[src/rtl/bp_share_scheduler.sv]
// Two-requester round-robin front end for a single basic_branch_predictor.
// Sequences the predictor's lazy (one-step-delayed) outcome update and keeps per-requester accuracy counters.
module bp_share_scheduler #(
  parameter int IP_W  = 64,
  parameter int CNT_W = 32
) (
  input  logic             clk,
  input  logic             reset_n,
  input  logic [1:0]       req_valid,
  output logic [1:0]       req_ready,
  input  logic [IP_W-1:0]  req_ip0,
  input  logic [IP_W-1:0]  req_ip1,
  input  logic             req_taken0,
  input  logic             req_taken1,
  input  logic             halt,
  output logic             pred_step,
  output logic [IP_W-1:0]  pred_ip,
  output logic             pred_taken,
  input  logic             pred_out,
  output logic             rsp_valid,
  output logic             rsp_id,
  output logic             rsp_pred,
  output logic             rsp_mispredict,
  input  logic [1:0]       stat_sel,
  input  logic             stat_clr,
  output logic [CNT_W-1:0] stat_data
);

  // Handshake: record i is taken on a cycle where req_valid[i] & req_ready[i];
  // req_ready never looks at itself and is all-zero while halt is high.

  logic             rr_q, rr_d;
  logic             pend_taken_q, pend_taken_d;
  logic             step_q, step_d;
  logic             id_q, id_d;
  logic [CNT_W-1:0] cnt_q [4];
  logic [CNT_W-1:0] cnt_d [4];

  logic             accept;
  logic             grant_id;
  logic             grant_taken;
  logic [1:0]       lk_idx;
  logic [1:0]       mp_idx;

  always_comb begin
    accept   = 1'b0;
    grant_id = rr_q;
    if (!halt) begin
      if (req_valid[rr_q]) begin
        accept   = 1'b1;
        grant_id = rr_q;
      end else if (req_valid[~rr_q]) begin
        accept   = 1'b1;
        grant_id = ~rr_q;
      end
    end
  end

  assign req_ready   = accept ? (grant_id ? 2'b10 : 2'b01) : 2'b00;
  assign grant_taken = grant_id ? req_taken1 : req_taken0;

  // The outcome handed to the predictor belongs to the previously stepped branch,
  // whichever requester owned it.
  assign pred_step  = accept;
  assign pred_ip    = accept ? (grant_id ? req_ip1 : req_ip0) : '0;
  assign pred_taken = accept & pend_taken_q;

  // pend_taken_q still holds this response's outcome even if a new step happens this cycle.
  assign rsp_valid      = step_q;
  assign rsp_id         = step_q & id_q;
  assign rsp_pred       = step_q & pred_out;
  assign rsp_mispredict = step_q & (pred_out ^ pend_taken_q);

  assign lk_idx    = {id_q, 1'b0};
  assign mp_idx    = {id_q, 1'b1};
  assign stat_data = cnt_q[stat_sel];

  always_comb begin
    rr_d         = rr_q;
    pend_taken_d = pend_taken_q;
    id_d         = id_q;
    step_d       = accept;
    if (accept) begin
      rr_d         = ~grant_id;
      pend_taken_d = grant_taken;
      id_d         = grant_id;
    end
  end

  always_comb begin
    for (int i = 0; i < 4; i++) begin
      cnt_d[i] = cnt_q[i];
      if (stat_clr) begin
        cnt_d[i] = '0;
      end else if (step_q && (cnt_q[i] != {CNT_W{1'b1}}) &&
                   ((2'(i) == lk_idx) || ((2'(i) == mp_idx) && rsp_mispredict))) begin
        cnt_d[i] = cnt_q[i] + CNT_W'(1);
      end
    end
  end

  always_ff @(posedge clk or negedge reset_n) begin
    if (!reset_n) begin
      rr_q         <= 1'b0;
      pend_taken_q <= 1'b0;
      step_q       <= 1'b0;
      id_q         <= 1'b0;
      for (int i = 0; i < 4; i++) cnt_q[i] <= '0;
    end else begin
      rr_q         <= rr_d;
      pend_taken_q <= pend_taken_d;
      step_q       <= step_d;
      id_q         <= id_d;
      for (int i = 0; i < 4; i++) cnt_q[i] <= cnt_d[i];
    end
  end

endmodule
[config.mk]
export PLATFORM = sky130hd
export DESIGN_NAME = bp_share_scheduler
export DESIGN_NICKNAME = d
export VERILOG_FILES = /design/src/rtl/bp_share_scheduler.sv
export SDC_FILE = /design/constraint.sdc
export NUM_CORES = 1
export LEC_CHECK = 0
export BUFFER_PORTS_ARGS = -buffer_cell sky130_fd_sc_hd__buf_4
export CAP_MARGIN = 15
export CORE_MARGIN = 2
export CORE_UTILIZATION = 23
export CTS_CLUSTER_SIZE = 30
export DETAILED_ROUTE_END_ITERATION = 10
export GPL_TIMING_DRIVEN = 0
export HOLD_SLACK_MARGIN = 0.02
export PLACE_DENSITY = 0.43
export SKIP_CTS_REPAIR_TIMING = 1
export SYNTH_ARGS = -nofsm -noshare
export SYNTH_HDL_FRONTEND = slang
export SYNTH_SLANG_ARGS = --single-unit
[constraint.sdc]
create_clock -name clk -period 2.35 [get_ports clk]
set_input_delay 0.47 -clock clk [delete_from_list [all_inputs] [get_ports clk]]
set_output_delay 0.47 -clock clk [all_outputs]
set_load 0.05 [all_outputs]
==> impl_metrics.csv, run 1 <==
group,metric,value,unit
clocking,path_clk_slew,0.06,ns
global_routing,grt_max_degree,70,
power,power.total,6378,uW
global_routing,grt_pass1_vias,8423,
sta,fin_worst_skew,0.01190,ns
placement,dp_hpwl,29.08,mm
clocking,cts_buffers,17,
synthesis,synthFlopType,"dfrtp_1",
synthesis,synth_edf_count,0,
routing,vias_per_cell,5.136,
routing,dr.pass1.iters,5,
routing,vias,8895,
floorplanning,rows,71,
routing,post_drt_wl_per_cell,21.59,um
sta,slew_viol_final,0,
floorplanning,start_util,23.24,%
global_routing,grt_usage,18.75,%
sta,fmax,0.4262,GHz
synthesis,syn-cell-area,0.008711,sq mm
placement,dp_cells,1679,
critical_path,start_kind,"flop",
sta,setup_viol,0,
critical_path,critPathKind,"flop to flop",
floorplanning,ios,243,
power,p_leak,0.005137,uW
sta,hold_violations,0,
floorplanning,fp.dieH,198.6,um
clocking,htreeDepth,4,
cells_and_area,final_nets,1351,
global_routing,grt_antenna_before_repair,1,
cells_and_area,area_growth,43.25,%
clocking,cts_buffer_depth,2,
worst_hold_path,hp-class,"primary input to async pin",
cells_and_area,seq_area,0.003312,sq mm
cells_and_area,final_cell_mix,"buf_4 (238), dfrtp_1 (125), a21oi_1 (79), nor2_1 (59)",
floorplanning,core_area,0.03749,sq mm
critical_path,cp_data_arrival_time,2.69,ns
clocking,cts_root_buf,"clkbuf_16",
floorplanning,dieArea,0.03945,sq mm
routing,wirelength,37.39,mm
critical_path,rrSetupSlack,0.004,ns
synthesis,async_flop_share,100.0,%
routing,drc_errors,0,
sta,fin_crit,2.346,ns
clocking,cts.sink_count,132,
critical_path,critical_path_required,2.69,ns
power,peakVddDrop,0.0003375,V
sta,maxSlewHeadroom,46.06,%
floorplanning,fp.dieW,198.6,um
sta,rsz0062_at_grt,"yes",
clocking,worstSkewPairLatency,0.43,ns
cells_and_area,layout_commonest_cell,"buf_4",
synthesis,ys_seq_area_share,37.92,%
cells_and_area,diodes,0,
global_routing,grt_pass1_wl,55.01,mm
cells_and_area,fillerInstances,3928,
placement,io_buffers,241,
placement,gp_congestion,0.8627,
synthesis,synthCells,926,
routing,drt_iter0_markers,591,
synthesis,synth-seq-cells,132,
run,maxCapViolCount,0,
critical_path,cp_max_fo,10,
status,status,"completed",
cells_and_area,instances_no_fill,1732,
routing,ant_nets,0,
cells_and_area,drive_above_1_share,36.69,%
synthesis,yosysUniqueCellTypes,54,
synthesis,avgSynthCellArea,9.407,sq um
clocking,cts_tree,"done",
synthesis,syn_nets,1069,
synthesis,ys_warn_count,0,
cells_and_area,multi_input_area,0.005344,sq mm
power,power_density,511.1,mW/mm^2
critical_path,setup.worst_path.end_class,"flop",
sta,finalCritPeriodShare,99.84,%
global_routing,overflow,0,
sta,tightestPinTransition,0.8029,ns
## area by class of cell
| type | count | share of cell area, % |
|---|---|---|
| Tap cell | 511 | 5.124 |
| Multi-Input combinational cell | 719 | 42.83 |
| Timing Repair Buffer | 263 | 17.05 |
| Clock inverter | 14 | 1.424 |
| Inverter | 17 | 0.5415 |
| Clock buffer | 18 | 3.520 |
| Buffer | 58 | 2.978 |
| Sequential cell | 132 | 26.54 |
## metrics by stage
step                util [%]  hold WS (ns)  setup TNS (ns)  setup WS, ns  area [sq um]
floorplan                  -        0.1744               0       0.07218          8747
global placement       29.86        0.4969          -49.07       -0.5569         11200
detailed placement     29.95        0.4969          -47.68       -0.5237         11230
CTS                    31.59        0.1016          -52.68       -0.7882         11840
global route           33.29        0.1148          -2.051       -0.1481         12480
finish                 33.29       0.06462               0      0.003771         12480
## worst max-delay path: stages, from the launching register on
cell	delay [ns]
dfrtp_1	0.44
nand4_1	0.20
or3_1	0.50
o31ai_1	0.51
clkbuf_1	0.34
o21ai_0	0.15
a21oi_1	0.13
## synthesized netlist by cell type (18+ instances only)
cell type,instances,share of area (%)
nand2_1,55,2.4
nand4_1,43,3.1
a22o_1,64,6.4
or4_1,25,2.2
nand3_1,34,2.0
nor2b_1,18,1.3
clkbuf_1,44,1.9
nor2_1,61,2.6
dfrtp_1,132,38
o31ai_1,25,2.2
mux4_2,32,8.3
mux2_2,18,2.3
o21ai_0,54,3.1
or3_1,51,3.7
a21oi_1,80,4.6
## worst paths after layout
| path | cells past startpoint | to | from |
|---|---|---|---|
| max in group asynchronous | 2 | cnt_q[52]$_DFFE_PN0P_ | reset_n |
| setup reg to reg | 6 | cnt_q[70]$_DFFE_PN0P_ | cnt_q[76]$_DFFE_PN0P_ |
| hold / removal | 1 | cnt_q[120]$_DFFE_PN0P_ | reset_n |
| min in group clk | 3 | pend_taken_q$_DFFE_PN0P_ | req_taken0 |
| hold reg to reg | 2 | cnt_q[17]$_DFFE_PN0P_ | cnt_q[17]$_DFFE_PN0P_ |
| setup / recovery | 6 | cnt_q[70]$_DFFE_PN0P_ | cnt_q[76]$_DFFE_PN0P_ |
## registers in the layout, summed over array words and instances, names as in the netlist
signal        flops
rsp_valid         1
cnt_q           128
pend_taken_q      1
rr_q              1
id_q              1
## kinds of logic (layout without fill, tap and decap cells)
kind of cell             after synthesis  in the layout  share of synthesized area (%)
AND/OR/NAND/NOR                      382            382                          25.17
AO/OA/AOI/OAI                        254            254                          19.33
flip-flops                           132            132                          37.92
buffers and inverters                 75            370                          3.447
multiplexers                          53             53                          10.95
XOR/XNOR                              26             26                          2.614
adder cells (fa/ha/maj)                4              4                         0.5746
## power breakdown
group          switching [uW]  leakage (uW)  internal [uW]  total (uW)
Clock                    1130      0.000289           1710        2840
Combinational             752       0.00302            467        1220
Sequential               28.7       0.00182           2290        2320
## layer usage
metal / GRT usage [%] / vias to the layer above / share of wire [%]
met2: 29.36 / 230 / 47
met5: 0 / - / 0
met3: 2.628 / 25 / 4.6
met4: 4.643 / 0 / 1.4
li1: - / 4172 / -
met1: 27.10 / 4468 / 47
No activity file was read; power rests on OpenSTA's default activity.
==> run 2, diff against run 1 <==
--- a/config.mk
+++ b/config.mk
@@ -14,6 +14,7 @@
 export GPL_TIMING_DRIVEN = 0
 export HOLD_SLACK_MARGIN = 0.02
 export PLACE_DENSITY = 0.43
+export REMOVE_ABC_BUFFERS = 1
 export SKIP_CTS_REPAIR_TIMING = 1
 export SYNTH_ARGS = -nofsm -noshare
 export SYNTH_HDL_FRONTEND = slang
==> impl_metrics.csv, run 2 (synthesis gave the netlist of run 1 again) <==
group,metric,value,unit
cells_and_area,layout_commonest_cell,"buf_4",
sta,maxSlewHeadroom,52.48,%
floorplanning,core_area,0.03749,sq mm
power,power_density,500.7,mW/mm^2
sta,setup_viol,29,
sta,tightestPinTransition,0.7129,ns
sta,fmax,0.4155,GHz
cells_and_area,largest_reg_flops,128,
critical_path,critPathLaunch,"rr_q$_DFFE_PN0P_",
routing,dr.pass1.iters,7,
global_routing,grt_pass1_wl,50.43,mm
critical_path,setup.worst_path.end_class,"output pin",
critical_path,critPathKind,"flop to output pin",
cells_and_area,final_cell_mix,"buf_4 (226), dfrtp_1 (123), a21oi_1 (80), a22o_1 (60), nor2_1 (59)",
critical_path,path_cells,"a211oi_4 -> buf_8 -> buf_16 -> clkbuf_16 -> a22o_1 -> buf_6",
power,peakVddDrop,0.0004561,V
run,maxCapViolCount,0,
placement,dp_hpwl,25.81,mm
sta,slew_viol_final,0,
clocking,worstSkewPairLatency,0.43,ns
routing,post_drt_wl_per_cell,20.29,um
global_routing,overflow,0,
cells_and_area,fillerInstances,3901,
cells_and_area,multi_input_area,0.005399,sq mm
routing,wirelength,34.69,mm
status,violations,"negative setup slack",
placement,gp_congestion,0.8062,
cells_and_area,drive_above_1_share,36.37,%
floorplanning,rows,71,
routing,drt_iter0_markers,485,
clocking,cts_root_buf,"clkbuf_16",
critical_path,cp_data_arrival_time,1.94,ns
clocking,cts_buffers,17,
floorplanning,fp.dieH,198.6,um
critical_path,rr_startpoint,"cnt_q[4]$_DFFE_PN0P_",
floorplanning,fp.dieW,198.6,um
global_routing,grt_antenna_before_repair,4,
placement,io_buffers,242,
critical_path,crit_path_top_delay_cell,"dfrtp_2",
power,p_leak,0.005214,uW
global_routing,grt_pass1_vias,8446,
clocking,cts_tree,"done",
cells_and_area,final_nets,1327,
floorplanning,start_util,23.24,%
sta,hold_violations,0,
clocking,cts.sink_count,132,
global_routing,grt_max_degree,86,
sta,layout_setup_ws,-0.05691,ns
worst_hold_path,hp-class,"primary input to async pin",
clocking,htreeDepth,4,
routing,vias_per_cell,5.105,
sta,fin_crit,2.407,ns
sta,tns,-0.8258,ns
routing,drc_errors,0,
sta,finalCritPeriodShare,102.4,%
sta,fin_worst_skew,0.008560,ns
status,status,"finished, violations left",
critical_path,slowest_delay,0.44,ns
cells_and_area,utilization,33.86,%
cells_and_area,area_growth,45.72,%
cells_and_area,seq_area,0.003314,sq mm
critical_path,cp_max_fo,8,
critical_path,start_kind,"flop",
floorplanning,ios,243,
routing,ant_nets,0,
sta,rsz0062_at_grt,"yes",
floorplanning,dieArea,0.03945,sq mm
critical_path,critical_path_required,1.88,ns
cells_and_area,largest-register,"cnt_q",
global_routing,grt_usage,17.06,%
clocking,path_clk_slew,0.06,ns
clocking,cts_buffer_depth,2,
routing,vias,8729,
==> run 2: cell count changes in the layout (fill, tap and decap cells not counted), moves of 4 or more <==
cell,previous run,this run
clkbuf_1,22,2
buf_6,40,50
clkbuf_2,11,0
a22o_2,20,0
buf_4,238,226
a22o_1,43,60
clkinv_4,4,0
clkbuf_16,17,22
buf_8,3,7
==> run 2: worst paths after layout <==
check	slack, ns	to	depth (start not counted)
hold reg to reg	0.57	rr_q$_DFFE_PN0P_	1
hold / removal	0.05	cnt_q[118]$_DFFE_PN0P_	1
max in group asynchronous	1.48	cnt_q[1]$_DFFE_PN0P_	2
setup / recovery	-0.06	pred_ip[29]	6
min in group clk	0.25	pend_taken_q$_DFFE_PN0P_	3
setup reg to reg	0.08	cnt_q[10]$_DFFE_PN0P_	7
==> run 2: layout make-up <==
type	instances	area share (%)
Timing Repair Buffer	296	21.02
Clock buffer	22	3.736
Multi-Input combinational cell	720	42.53
Sequential cell	132	26.11
Antenna cell	3	0.05914
Clock inverter	9	1.005
Tap cell	511	5.037
Inverter	17	0.5027
==> run 2: metal layers <==
metal  up-vias  wire length (um)  global-route usage, %
met5         -                 0                      0
met4         0               859                  7.020
met3        33              1786                  3.544
met2       281             18370                  30.25
met1      4277             13670                  19.98
li1       4138                 -                      -
==> run 2: power breakdown <==
part	internal [uW]	switching (uW)	leakage, uW
Clock	1740	1050	0.000288
Sequential	2290	30.3	0.00182
Combinational	506	737	0.00311
==> run 2: critical path, delay by kind of cell (launching register included) <==
kind	cells	cell delay, ns
AO/OA/AOI/OAI	2	0.41
buffers and inverters	4	0.65
flip-flops	1	0.44
==> run 2: metrics by stage <==
| stage | worst slack (ns) | instance area, sq um | hold slack (ns) | std cells | total power [uW] |
|---|---|---|---|---|---|
| floorplan | -4.214 | 8474 | 0.1744 | 868 | 2904 |
| global placement | -5.534 | 10930 | 0.5033 | 1621 | 3447 |
| detailed placement | -0.6940 | 11130 | 0.5452 | 1631 | 3466 |
| CTS | -0.7236 | 11730 | 0.08091 | 1662 | 6284 |
| global route | -0.1307 | 12690 | 0.08663 | 1710 | 6617 |
| finish | -0.05691 | 12690 | 0.04695 | 1710 | 6355 |
==> run 3, diff against run 2 <==
--- a/config.mk
+++ b/config.mk
@@ -7,6 +7,7 @@
 export LEC_CHECK = 0
 export BUFFER_PORTS_ARGS = -buffer_cell sky130_fd_sc_hd__buf_4
 export CAP_MARGIN = 15
+export CORE_ASPECT_RATIO = 2
 export CORE_MARGIN = 2
 export CORE_UTILIZATION = 23
 export CTS_CLUSTER_SIZE = 30
==> constraint.sdc (replaced) <==
create_clock -name clk -period 2.19 [get_ports clk]
set_input_delay 0.438 -clock clk [delete_from_list [all_inputs] [get_ports clk]]
set_output_delay 0.438 -clock clk [all_outputs]
set_load 0.05 [all_outputs]
==> impl_metrics.csv, run 3 (synthesis gave the netlist of run 1 again) <==
group,metric,value,unit
status,status,"finished, violations left",
status,violations,"negative setup slack",
cells_and_area,largest-register,"cnt_q",
sta,fmax,0.4175,GHz
routing,post_drt_wl_per_cell,22.55,um
cells_and_area,fillerInstances,3826,
floorplanning,dieArea,0.03954,sq mm
clocking,cts.sink_count,132,
sta,rsz0062_at_grt,"yes",
power,peakVddDrop,0.0004013,V
sta,maxSlewHeadroom,51.69,%
routing,vias_per_cell,5.440,
clocking,cts_buffer_depth,2,
placement,gp_congestion,0.7693,
sta,layout_setup_ws,-0.2053,ns
critical_path,path_cells,"nand4_1 -> or4_4 -> nor4_4 -> buf_6 -> buf_8 -> nor4_2 -> mux2_2",
sta,tns,-9.614,ns
cells_and_area,multi_input_area,0.005762,sq mm
global_routing,overflow,0,
placement,place_area,0.01106,sq mm
worst_hold_path,hp-class,"primary input to async pin",
sta,finalCritPeriodShare,109.4,%
routing,vias,9243,
sta,fin_worst_skew,0.01010,ns
sta,slew_viol_final,0,
placement,dp_hpwl,27.01,mm
power,power_density,525.3,mW/mm^2
floorplanning,rows,100,
sta,tightestPinTransition,0.7247,ns
clocking,cts_root_buf,"clkbuf_16",
clocking,path_clk_slew,0.06,ns
critical_path,start_kind,"flop",
cells_and_area,instances_no_fill,1699,
critical_path,crit_buf_inv,2,
cells_and_area,layout_commonest_cell,"buf_4",
routing,drc_errors,0,
routing,ant_nets,0,
global_routing,grt_usage,17.60,%
routing,dr.pass1.iters,5,
cells_and_area,final_cell_mix,"buf_4 (211), dfrtp_1 (104), buf_6 (80), a21oi_1 (69), nor2_1 (59)",
sta,setup_viol,95,
critical_path,cp_max_fo,5,
floorplanning,fp.dieH,279.2,um
cells_and_area,area_growth,56.72,%
cells_and_area,drive_above_1_share,44.39,%
sta,hold_violations,0,
power,p_leak,0.005569,uW
routing,drt_iter0_markers,416,
floorplanning,fp.dieW,141.6,um
clocking,cts_tree,"done",
run,maxCapViolCount,0,
cells_and_area,final_nets,1369,
critical_path,cp_data_arrival_time,2.72,ns
placement,dp_cells,1580,
critical_path,crit_path_top_delay_cell,"or4_4",
global_routing,grt_antenna_before_repair,1,
floorplanning,ios,243,
clocking,htreeDepth,4,
critical_path,critPathKind,"flop to flop",
cells_and_area,utilization,36.61,%
cells_and_area,largest_reg_flops,128,
cells_and_area,postLayoutCellArea,0.01365,sq mm
critical_path,critical_path_required,2.52,ns
placement,io_buffers,242,
cells_and_area,seq_area,0.003338,sq mm
global_routing,grt_pass1_wl,51.97,mm
global_routing,grt_max_degree,104,
global_routing,grt_pass1_vias,8854,
clocking,cts_buffers,17,
routing,wirelength,38.31,mm
floorplanning,start_util,23.36,%
clocking,worstSkewPairLatency,0.45,ns
sta,fin_crit,2.395,ns
critical_path,slowest_delay,0.63,ns
critical_path,setup.worst_path.end_class,"flop",
floorplanning,core_area,0.03729,sq mm
critical_path,cp_top_family,"simple AND/OR/NAND/NOR gates",
==> run 3: cell types whose count changed in the layout (fill, tap and decap cells not counted), sizes merged <==
cell,previous run,this run
inv,17,16
clkbuf,28,34
buf,290,322
clkinvlp,3,2
diode,3,1
and3,17,18
clkinv,3,4
o211a,4,8
bufinv,3,4
==> run 3: through the flow <==
step | hold slack (ns) | total power [uW] | setup WS, ns
floorplan | 0.1424 | 3117 | -4.310
global placement | 0.4938 | 3702 | -5.832
detailed placement | 0.5197 | 3712 | -1.367
CTS | 0.03800 | 6966 | -1.381
global route | 0.07955 | 7390 | -0.2918
finish | 0.01784 | 7171 | -0.2053
==> run 3: final cells by class <==
cell class                 instances  area share [%]
sequential                       132           24.45
clock inverter                     9           1.081
multi-input combinational        725           42.21
timing repair buffer             333           23.89
clock buffer                      23           3.648
inverter                          17          0.4949
antenna                            1         0.01833
tap                              459           4.207
==> run 3: per-layer routing <==
metal | track usage [%] | share of wire, %
met3 | 2.470 | 4.3
met2 | 36.38 | 59
met4 | 7.333 | 4.5
met1 | 16.63 | 32
met5 | 0 | 0
==> run 3: path summary, 6_finish.rpt <==
kind | cells after the start | endpoint | startpoint | slack, ns
max in group asynchronous | 2 | cnt_q[14]$_DFFE_PN0P_ | reset_n | 1.35
setup reg to reg | 7 | cnt_q[121]$_DFFE_PN0P_ | cnt_q[105]$_DFFE_PN0P_ | -0.21
hold reg to reg | 2 | cnt_q[55]$_DFFE_PN0P_ | cnt_q[55]$_DFFE_PN0P_ | 0.57
hold / removal | 1 | cnt_q[39]$_DFFE_PN0P_ | reset_n | 0.02
min in group clk | 3 | pend_taken_q$_DFFE_PN0P_ | req_taken0 | 0.20
setup / recovery | 7 | cnt_q[121]$_DFFE_PN0P_ | cnt_q[105]$_DFFE_PN0P_ | -0.21
==> run 3: report_power, final <==
| part | leakage (uW) | switching (uW) | total (uW) | internal, uW |
|---|---|---|---|---|
| Combinational | 0.00346 | 842 | 1460 | 615 |
| Clock | 0.000319 | 1170 | 3220 | 2050 |
| Sequential | 0.00179 | 35.8 | 2490 | 2460 |
